<file path="src/rtl/rs_mem_pkg.sv">
// rs_mem_pkg: shared types for the memory reservation station.
//   OPC_LOAD / OPC_STORE : opcodes of the two memory ops this RS handles
//   rs_data              : op fields carried from dispatch to fu_mem
//   rs_mem_entry         : one RS slot (valid, operand ready bits, op fields)
//   rob_age()            : distance of a ROB index from the ROB head (mod 32)
package rs_mem_pkg;

  localparam logic [6:0] OPC_LOAD  = 7'b0000011;
  localparam logic [6:0] OPC_STORE = 7'b0100011;

  localparam int PREG_W = 7;
  localparam int ROB_W  = 5;

  typedef logic [PREG_W-1:0] preg_t;
  typedef logic [ROB_W-1:0]  rob_idx_t;

  typedef struct packed {
    logic [6:0]  Opcode;
    preg_t       ps1;
    preg_t       ps2;
    preg_t       pd;
    logic [31:0] imm;
    rob_idx_t    rob_index;
  } rs_data;

  typedef struct packed {
    logic   valid;
    logic   rdy1;
    logic   rdy2;
    rs_data data;
  } rs_mem_entry;

  // Unsigned 5-bit wrap: the head itself is age 0, smaller is older.
  function automatic rob_idx_t rob_age(input rob_idx_t rob_index, input rob_idx_t rob_head);
    return rob_index - rob_head;
  endfunction

  // Loads have no second register source, so rdy2 is forced at dispatch.
  function automatic logic is_load(input rs_data d);
    return d.Opcode == OPC_LOAD;
  endfunction

endpackage

</file>
<file path="src/rtl/rs_mem_if.sv">
// rs_mem_if: dispatch, issue, wakeup and flush signals of the memory RS.
//   dispatch_valid/dispatch_data/ps1_ready_in/ps2_ready_in : new op from dispatch
//   rs_full                                                : no free entry
//   fu_mem_ready/issued/issue_data                         : issue handshake to fu_mem
//   cdb_valid/cdb_tag                                      : result broadcasts (wakeup)
//   rob_head/mispredict/mispredict_tag                     : age reference and flush
//   count                                                  : number of valid entries
// master = the surrounding pipeline, slave = rs_mem.
interface rs_mem_if #(
  parameter int DEPTH   = 8,
  parameter int NUM_CDB = 3
);
  import rs_mem_pkg::*;

  localparam int CNT_W = $clog2(DEPTH) + 1;

  logic                     dispatch_valid;
  rs_data                   dispatch_data;
  logic                     ps1_ready_in;
  logic                     ps2_ready_in;
  logic                     rs_full;
  logic                     fu_mem_ready;
  logic                     issued;
  rs_data                   issue_data;
  logic [NUM_CDB-1:0]       cdb_valid;
  preg_t [NUM_CDB-1:0]      cdb_tag;
  rob_idx_t                 rob_head;
  logic                     mispredict;
  rob_idx_t                 mispredict_tag;
  logic [CNT_W-1:0]         count;

  modport master (
    output dispatch_valid, dispatch_data, ps1_ready_in, ps2_ready_in,
    output fu_mem_ready, cdb_valid, cdb_tag, rob_head, mispredict, mispredict_tag,
    input  rs_full, issued, issue_data, count
  );

  modport slave (
    input  dispatch_valid, dispatch_data, ps1_ready_in, ps2_ready_in,
    input  fu_mem_ready, cdb_valid, cdb_tag, rob_head, mispredict, mispredict_tag,
    output rs_full, issued, issue_data, count
  );

endinterface

</file>
<file path="src/rtl/rs_mem_select.sv">
// rs_mem_select: combinational oldest-eligible picker.
//   eligible     : per-entry eligible flags
//   age          : per-entry age relative to the ROB head (smaller = older)
//   rob_head     : current ROB head (ages arrive already rebased on it)
//   grant        : one-hot select of the oldest eligible entry
//   any_eligible : at least one entry is eligible
// Built as a binary tree of age comparators stored heap-style: node n has
// children 2n+1 and 2n+2, leaves occupy nodes DEPTH-1 .. 2*DEPTH-2.
module rs_mem_select
  import rs_mem_pkg::*;
#(
  parameter int DEPTH = 8
) (
  input  logic [DEPTH-1:0] eligible,
  input  rob_idx_t         age [DEPTH],
  input  rob_idx_t         rob_head,
  output logic [DEPTH-1:0] grant,
  output logic             any_eligible
);

  localparam int IDX_W = $clog2(DEPTH);
  localparam int NODES = 2 * DEPTH - 1;

  logic             node_vld [NODES];
  rob_idx_t         node_age [NODES];
  logic [IDX_W-1:0] node_idx [NODES];
  logic             take_left;

  // Ages are already rebased on the head, so the head only documents the
  // reference point of the comparison.
  logic unused_rob_head;
  assign unused_rob_head = ^rob_head;

  always_comb begin
    take_left = 1'b0;
    for (int i = 0; i < DEPTH; i++) begin
      node_vld[DEPTH-1+i] = eligible[i];
      node_age[DEPTH-1+i] = age[i];
      node_idx[DEPTH-1+i] = IDX_W'(i);
    end
    // Walk from the deepest internal node up so children are resolved first.
    // Ages of valid entries are unique, so no tie-break is needed.
    for (int n = DEPTH - 2; n >= 0; n--) begin
      take_left = node_vld[2*n+1] &&
                  (!node_vld[2*n+2] || (node_age[2*n+1] < node_age[2*n+2]));
      node_vld[n] = node_vld[2*n+1] || node_vld[2*n+2];
      node_age[n] = take_left ? node_age[2*n+1] : node_age[2*n+2];
      node_idx[n] = take_left ? node_idx[2*n+1] : node_idx[2*n+2];
    end
  end

  always_comb begin
    grant        = '0;
    any_eligible = node_vld[0];
    if (node_vld[0]) begin
      grant[node_idx[0]] = 1'b1;
    end
  end

endmodule

</file>
<file path="src/rtl/rs_mem.sv">
// rs_mem: reservation station for LW/SW ahead of fu_mem.
//   clk   : rising-edge clock
//   reset : synchronous, active-low
//   bus   : rs_mem_if slave (dispatch, issue handshake, CDB wakeup,
//           mispredict flush, rs_full, count)
// Buffers ops until both sources are ready, issues the oldest eligible op
// per cycle when fu_mem is ready, and squashes younger-than-branch entries
// on a mispredict.
module rs_mem
  import rs_mem_pkg::*;
#(
  parameter int DEPTH   = 8,
  parameter int NUM_CDB = 3
) (
  input logic     clk,
  input logic     reset,
  rs_mem_if.slave bus
);

  localparam int IDX_W = $clog2(DEPTH);
  localparam int CNT_W = IDX_W + 1;

  rs_mem_entry      ent_q [DEPTH];
  rs_mem_entry      ent_d [DEPTH];
  logic [CNT_W-1:0] count_q;
  logic [CNT_W-1:0] count_d;
  rs_data           last_issue_q;

  rob_idx_t         age [DEPTH];
  rob_idx_t         mp_age;
  logic [DEPTH-1:0] eligible;
  logic [DEPTH-1:0] squash;
  logic [DEPTH-1:0] grant;
  logic             any_eligible;
  logic [IDX_W-1:0] free_idx;
  logic             rs_full;
  logic             dispatch_fire;
  logic             issue_fire;
  rs_data           sel_data;
  logic [CNT_W-1:0] squash_cnt;

  function automatic logic cdb_hit(input preg_t tag,
                                   input logic [NUM_CDB-1:0] vld,
                                   input preg_t [NUM_CDB-1:0] tags);
    logic hit;
    hit = 1'b0;
    for (int k = 0; k < NUM_CDB; k++) begin
      if (vld[k] && (tags[k] == tag)) hit = 1'b1;
    end
    return hit;
  endfunction

  always_comb begin
    mp_age   = rob_age(bus.mispredict_tag, bus.rob_head);
    eligible = '0;
    squash   = '0;
    for (int i = 0; i < DEPTH; i++) begin
      age[i]      = rob_age(ent_q[i].data.rob_index, bus.rob_head);
      eligible[i] = ent_q[i].valid && ent_q[i].rdy1 && ent_q[i].rdy2;
      squash[i]   = bus.mispredict && ent_q[i].valid && (age[i] > mp_age);
    end
  end

  rs_mem_select #(.DEPTH(DEPTH)) u_select (
    .eligible     (eligible),
    .age          (age),
    .rob_head     (bus.rob_head),
    .grant        (grant),
    .any_eligible (any_eligible)
  );

  // Lowest-index free slot; the value is don't-care when the RS is full.
  always_comb begin
    free_idx = '0;
    for (int i = DEPTH - 1; i >= 0; i--) begin
      if (!ent_q[i].valid) free_idx = IDX_W'(i);
    end
  end

  // Full comes from registered count only, so an issue this cycle never
  // frees room for a dispatch this same cycle.
  assign rs_full       = (count_q == CNT_W'(DEPTH));
  assign dispatch_fire = bus.dispatch_valid && !rs_full && !bus.mispredict;
  assign issue_fire    = any_eligible && bus.fu_mem_ready && !bus.mispredict;

  always_comb begin
    sel_data = '0;
    for (int i = 0; i < DEPTH; i++) begin
      if (grant[i]) sel_data = ent_q[i].data;
    end
  end

  // issue_data holds the last issued op while nothing issues.
  assign bus.issued     = issue_fire;
  assign bus.issue_data = issue_fire ? sel_data : last_issue_q;
  assign bus.rs_full    = rs_full;
  assign bus.count      = count_q;

  always_comb begin
    ent_d      = ent_q;
    squash_cnt = '0;
    for (int i = 0; i < DEPTH; i++) begin
      if (ent_q[i].valid) begin
        if (cdb_hit(ent_q[i].data.ps1, bus.cdb_valid, bus.cdb_tag)) ent_d[i].rdy1 = 1'b1;
        if (cdb_hit(ent_q[i].data.ps2, bus.cdb_valid, bus.cdb_tag)) ent_d[i].rdy2 = 1'b1;
        if (issue_fire && grant[i]) ent_d[i].valid = 1'b0;
        if (squash[i]) begin
          ent_d[i].valid = 1'b0;
          squash_cnt     = squash_cnt + CNT_W'(1);
        end
      end
    end
    // The chosen slot is free, so it never collides with the issued entry.
    if (dispatch_fire) begin
      ent_d[free_idx].valid = 1'b1;
      ent_d[free_idx].data  = bus.dispatch_data;
      ent_d[free_idx].rdy1  = bus.ps1_ready_in ||
                              cdb_hit(bus.dispatch_data.ps1, bus.cdb_valid, bus.cdb_tag);
      ent_d[free_idx].rdy2  = bus.ps2_ready_in || is_load(bus.dispatch_data) ||
                              cdb_hit(bus.dispatch_data.ps2, bus.cdb_valid, bus.cdb_tag);
    end
    count_d = count_q + {{(CNT_W-1){1'b0}}, dispatch_fire}
                      - {{(CNT_W-1){1'b0}}, issue_fire}
                      - squash_cnt;
  end

  always_ff @(posedge clk) begin
    if (!reset) begin
      for (int i = 0; i < DEPTH; i++) ent_q[i] <= '0;
      count_q      <= '0;
      last_issue_q <= '0;
    end else begin
      ent_q   <= ent_d;
      count_q <= count_d;
      if (issue_fire) last_issue_q <= sel_data;
    end
  end

endmodule
</file>
<file path="src/flat_wrapper.sv">
// flat-port wrapper written by rule: the top's interface ports become plain ports
module rs_mem_flat import rs_mem_pkg::*;
#(
  parameter int DEPTH   = 8,
  parameter int NUM_CDB = 3
)
  (clk, reset, bus_dispatch_valid, bus_dispatch_data, bus_ps1_ready_in, bus_ps2_ready_in, bus_fu_mem_ready, bus_cdb_valid, bus_cdb_tag, bus_rob_head, bus_mispredict, bus_mispredict_tag, bus_rs_full, bus_issued, bus_issue_data, bus_count);
  rs_mem_if #(.DEPTH(DEPTH), .NUM_CDB(NUM_CDB)) bus_i ();
  input logic clk;
  input logic reset;
  input wire logic [$bits(bus_i.dispatch_valid)-1:0] bus_dispatch_valid;
  input wire logic [$bits(bus_i.dispatch_data)-1:0] bus_dispatch_data;
  input wire logic [$bits(bus_i.ps1_ready_in)-1:0] bus_ps1_ready_in;
  input wire logic [$bits(bus_i.ps2_ready_in)-1:0] bus_ps2_ready_in;
  input wire logic [$bits(bus_i.fu_mem_ready)-1:0] bus_fu_mem_ready;
  input wire logic [$bits(bus_i.cdb_valid)-1:0] bus_cdb_valid;
  input wire logic [$bits(bus_i.cdb_tag)-1:0] bus_cdb_tag;
  input wire logic [$bits(bus_i.rob_head)-1:0] bus_rob_head;
  input wire logic [$bits(bus_i.mispredict)-1:0] bus_mispredict;
  input wire logic [$bits(bus_i.mispredict_tag)-1:0] bus_mispredict_tag;
  output wire logic [$bits(bus_i.rs_full)-1:0] bus_rs_full;
  output wire logic [$bits(bus_i.issued)-1:0] bus_issued;
  output wire logic [$bits(bus_i.issue_data)-1:0] bus_issue_data;
  output wire logic [$bits(bus_i.count)-1:0] bus_count;
  assign bus_i.dispatch_valid = bus_dispatch_valid;
  assign bus_i.dispatch_data = bus_dispatch_data;
  assign bus_i.ps1_ready_in = bus_ps1_ready_in;
  assign bus_i.ps2_ready_in = bus_ps2_ready_in;
  assign bus_i.fu_mem_ready = bus_fu_mem_ready;
  assign bus_i.cdb_valid = bus_cdb_valid;
  assign bus_i.cdb_tag = bus_cdb_tag;
  assign bus_i.rob_head = bus_rob_head;
  assign bus_i.mispredict = bus_mispredict;
  assign bus_i.mispredict_tag = bus_mispredict_tag;
  assign bus_rs_full = bus_i.rs_full;
  assign bus_issued = bus_i.issued;
  assign bus_issue_data = bus_i.issue_data;
  assign bus_count = bus_i.count;
  rs_mem #(.DEPTH(DEPTH), .NUM_CDB(NUM_CDB)) u_core (.clk(clk), .reset(reset), .bus(bus_i));
endmodule
</file>
<file path="config.mk">
export PLATFORM = sky130hd
export DESIGN_NAME = rs_mem_flat
export DESIGN_NICKNAME = d
export VERILOG_FILES = /design/src/rtl/rs_mem_pkg.sv /design/src/rtl/rs_mem_if.sv /design/src/rtl/rs_mem_select.sv /design/src/rtl/rs_mem.sv /design/src/flat_wrapper.sv
export SDC_FILE = /design/constraint.sdc
export NUM_CORES = 2
export LEC_CHECK = 0
export ABC_AREA = 0
export CAP_MARGIN = 10
export CELL_PAD_IN_SITES_DETAIL_PLACEMENT = 0
export CELL_PAD_IN_SITES_GLOBAL_PLACEMENT = 1
export CORE_UTILIZATION = 40
export CTS_BUF_LIST = sky130_fd_sc_hd__clkbuf_16
export DETAILED_ROUTE_END_ITERATION = 16
export DONT_BUFFER_PORTS = 1
export PLACE_DENSITY_LB_ADDON = 0.1
export SETUP_SLACK_MARGIN = 0.1
export SYNTH_ARGS = -nofsm -noshare
export SYNTH_HDL_FRONTEND = slang
export SYNTH_SLANG_ARGS = --single-unit
</file>
<file path="constraint.sdc">
create_clock -name clk -period 8.07 [get_ports clk]
set_input_delay 0.4035 -clock clk [delete_from_list [all_inputs] [get_ports clk]]
set_output_delay 0.4035 -clock clk [all_outputs]
set_load 0.01 [all_outputs]
</file>
==> results by group <==
Synthesis
  • Number of cells produced by synthesis: 4564
  • Number of synthesized register bits: 613
  • Ranking of synthesized cells by area: sky130_fd_sc_hd__dfxtp_1 (34%), sky130_fd_sc_hd__nand2_1 (12%), sky130_fd_sc_hd__a21oi_1 (8.9%)
  • Number of different library cells in the post-synthesis netlist: 79
  • Cell area after technology mapping: 35650 sq um
  • Cell type contributing the most total cell area after synthesis: sky130_fd_sc_hd__dfxtp_1
  • Share of Yosys cell area claimed by the top area cell type: between 30 and 40%
  • Syn_nets: 4787
  • Most numerous cell types in the synthesized netlist: sky130_fd_sc_hd__nand2_1 (1130), sky130_fd_sc_hd__a21oi_1 (631), sky130_fd_sc_hd__dfxtp_1 (613)
  • Top FF cell, synth: sky130_fd_sc_hd__dfxtp_1
  • Yosys warns: 0
  • Post-Syn Area per Cell: 7.810 sq um
  • Most frequently used cell type in the post-synthesis netlist: sky130_fd_sc_hd__nand2_1
  • Count of flip-flops with a built-in enable after synthesis: 0
  • Async set-or-reset flop fraction in the synthesized netlist: 0%
  • Share of the yosys chip area belonging to registers: about a third

Floorplan
  • Core region area: 88370 sq um
  • Starting utilization of the core area: 40.34%
  • Height of the chip: 300.5 microns
  • # rows: about 110
  • Die Area: 90320 sq um
  • Die Span X: 300.5 microns
  • Ports placed on the boundary: 177

Place
  • Port bufs: 0
  • Placed cell areas: 38460 sq um
  • RD Place Congestion: 0.9030
  • DP Worst Slack: -199.0 ps
  • DPL Wire Length: 84.30 mm
  • Placed instance count: between 5k and 6k

Pwr
  • Power density cells: 164.3 nW/um^2
  • Maximum vdd drop: 0.0001475 V
  • Reported leakage power: 0.01528 uW

Global routing
  • Via count of the first global-routing pass: 31.74k
  • Largest net degree at the start of global routing: 167
  • GRT Util Overall: 30.06%
  • Grt ovf: 0
  • Number of antenna violations at the first check in global routing: 1
  • First-pass GRT wire length: approximately 210 mm

Finish
  • Fraction of layout cells with a size suffix above 1: 18.49%
  • Final cell count without fillers: 5867
  • Signed area change from the synthesized netlist to the final layout: 23.65%
  • Filler Cell Count: 8654
  • Post-Layout Inst Area: ~44000 sq um
  • Seq. cell area: around 12000 sq um
  • Combined area of the multi-input logic cells: 23080 sq um
  • Net total in the final layout: 4866

Worst setup path
  • Worst path slowest cell: sky130_fd_sc_hd__or4b_4
  • Maximum fanout encountered on the critical timing path: 13
  • Crit path launch type: flip-flop
  • Cell with the most instances on the worst path: sky130_fd_sc_hd__a21oi_2
  • Category of the worst setup path capture point: output port
  • Worst EP arrival: 7800 ps
  • Worst setup path class: flip-flop to output port
  • CP required: 7670 ps
  • Delay contributed by the slowest stage of the critical path: 600 ps

Timing
  • Highest attainable clock frequency: between 100 and 150 MHz
  • Worst-margin pin slew: 1140 ps
  • Relative slew slack: 23.99%
  • Total count of hold-check failures in the final report: 0
  • Worst hold slack: 155.1 ps
  • Final Worst Setup Slack: -136.5 ps
  • Post-route fraction of the period consumed by the critical path: 101.7%
  • Sum Neg Setup Slack: -2329 ps
  • Setup repair after global routing missed its margin: yes
  • Period minus WS final: 8207 ps
  • Total of endpoints with negative setup slack in the final report: 38
  • Clock tree skew after final layout: 61.73 ps
  • Final-report max-slew violation count: 0

CTS
  • Inserted Clock Buffers: 74
  • H-Tree Depth: 3
  • Clk buf depth: 3
  • Total clock sinks: just over 600
  • Root buf cell: sky130_fd_sc_hd__clkbuf_16
  • Clock-pin slew reported for the worst setup and hold paths after clock tree synthesis: 60 ps
  • CTS tree: yes
  • Insertion delay of the later-clocked pin in the worst-skew pair: 660 ps

Drt
  • Wire length per cell: 23.90 microns
  • Drt pass-1 iters: 5
  • DRC violations left: 0
  • Total Wirelength: 140.2 mm
  • Average vias per placed instance: 5.660
  • Residual antenna-violating net count after detailed routing: 0
  • Vias after detailed routing: 33.21k
  • Detailed router's first-iteration violation count: 2851

Status
  • Violations in the final reports: negative setup slack
  • Status: finished, violations left

Hold path
  • Min-Delay Path Class: primary input to flip-flop

Flow run
  • Max Cap Viol: 0
[cell usage in the layout (no fill, tap or decap), types with 23 or more instances in the layout]
cell type / count
sky130_fd_sc_hd__xnor2_1: 280
sky130_fd_sc_hd__ha_1: 87
sky130_fd_sc_hd__o21ai_0: 69
sky130_fd_sc_hd__nand2b_1: 73
sky130_fd_sc_hd__a221oi_4: 51
sky130_fd_sc_hd__mux2i_1: 70
sky130_fd_sc_hd__nor2_1: 76
sky130_fd_sc_hd__a21o_1: 27
sky130_fd_sc_hd__a22o_1: 54
sky130_fd_sc_hd__and2_1: 33
sky130_fd_sc_hd__a21oi_2: 52
sky130_fd_sc_hd__xor2_1: 132
sky130_fd_sc_hd__and3_1: 59
sky130_fd_sc_hd__o22ai_1: 53
sky130_fd_sc_hd__inv_1: 67
sky130_fd_sc_hd__buf_4: 315
sky130_fd_sc_hd__dfxtp_1: 610
sky130_fd_sc_hd__o22ai_2: 56
sky130_fd_sc_hd__nor4_1: 23
sky130_fd_sc_hd__a211oi_1: 40
sky130_fd_sc_hd__o21ai_1: 41
sky130_fd_sc_hd__dlygate4sd3_1: 66
sky130_fd_sc_hd__buf_6: 31
sky130_fd_sc_hd__buf_12: 45
sky130_fd_sc_hd__nand2_1: 1116
sky130_fd_sc_hd__clkbuf_16: 80
sky130_fd_sc_hd__a21oi_1: 568
sky130_fd_sc_hd__nand4_1: 84
sky130_fd_sc_hd__a211oi_2: 52
[final timing paths]
| path | slack [ps] | depth (start not counted) | startpoint | end |
|---|---|---|---|---|
| worst max-delay path | -140 | 37 | flip-flop | bus_issue_data[57] |
| worst min register to register | 450 | 2 | flip-flop | flip-flop |
| worst min-delay path | 160 | 2 | bus_ps1_ready_in | u_core.ent_q[474]$_SDFF_PN0_ |
| worst max register to register | 170 | 43 | flip-flop | u_core.bus.count[3]$_SDFF_PN0_ |
[layout make-up]
class	count	area share [%]
inverter	68	0.6245
clock buffer	74	4.201
sequential	613	27.85
antenna	2	0.01135
clock inverter	59	1.090
tap	1165	3.307
multi-input combinational	3414	52.35
timing repair buffer	472	10.56
[through the flow]
step	total power, uW	utilization [%]
floorplan	3758	-
global placement	3907	43.52
detailed placement	3909	43.52
CTS	7282	48.55
global route	7507	49.87
finish	7243	49.88
[critical path: cells and delay by family, from the launching register on]
family          cells  cell delay [ps]
flops               1              320
compound gates     18             3220
simple gates        3              760
mux                 1              370
fa+ha+maj           5             1170
xor+xnor            1              160
buf+inv             9             1200
[per-layer routing]
metal | wire length [microns] | vias up | global-route usage, %
li1 | - | 15831 | -
met1 | 62120 | 16186 | 40.18
met2 | 65930 | 955 | 49.74
met3 | 7777 | 231 | 4.134
met4 | 4378 | 2 | 9.670
met5 | 8 | - | 0
[power breakdown]
group / switching, uW / total (uW) / internal [uW] / leakage (uW)
clock: 1450 / 3270 / 1820 / 0.00118
sequential: 40.3 / 3110 / 3070 / 0.00495
combinational: 492 / 868 / 376 / 0.00915
total: 1980 / 7240 / 5260 / 0.0153
[logic make-up (layout without fill, tap and decap cells)]
family                     Yosys count  in the layout  share of synthesized area [%]
and+or+nand+nor                   1565           1566                          19.20
buffers and inverters              538            673                          6.202
DFF                                613            613                          34.43
other                                0              2                              0
adders and majority gates          120            120                          4.451
muxes                               78             78                          2.225
xor gates and xnor gates           425            425                          10.60
AOI/OAI and AO/OA                 1225           1225                          22.90
[repair_timing]
action | in CTS | in global routing
hold buffers | 66 | 0
pin swaps | 71 | 93
endpoints found under the hold margin | 526 | 0
buffers inserted | 42 | 30
cloned | 6 | 6
setup endpoints to repair | 66 | 66
resized for setup | 158 | 152
(Power assumes the default switching activity.)
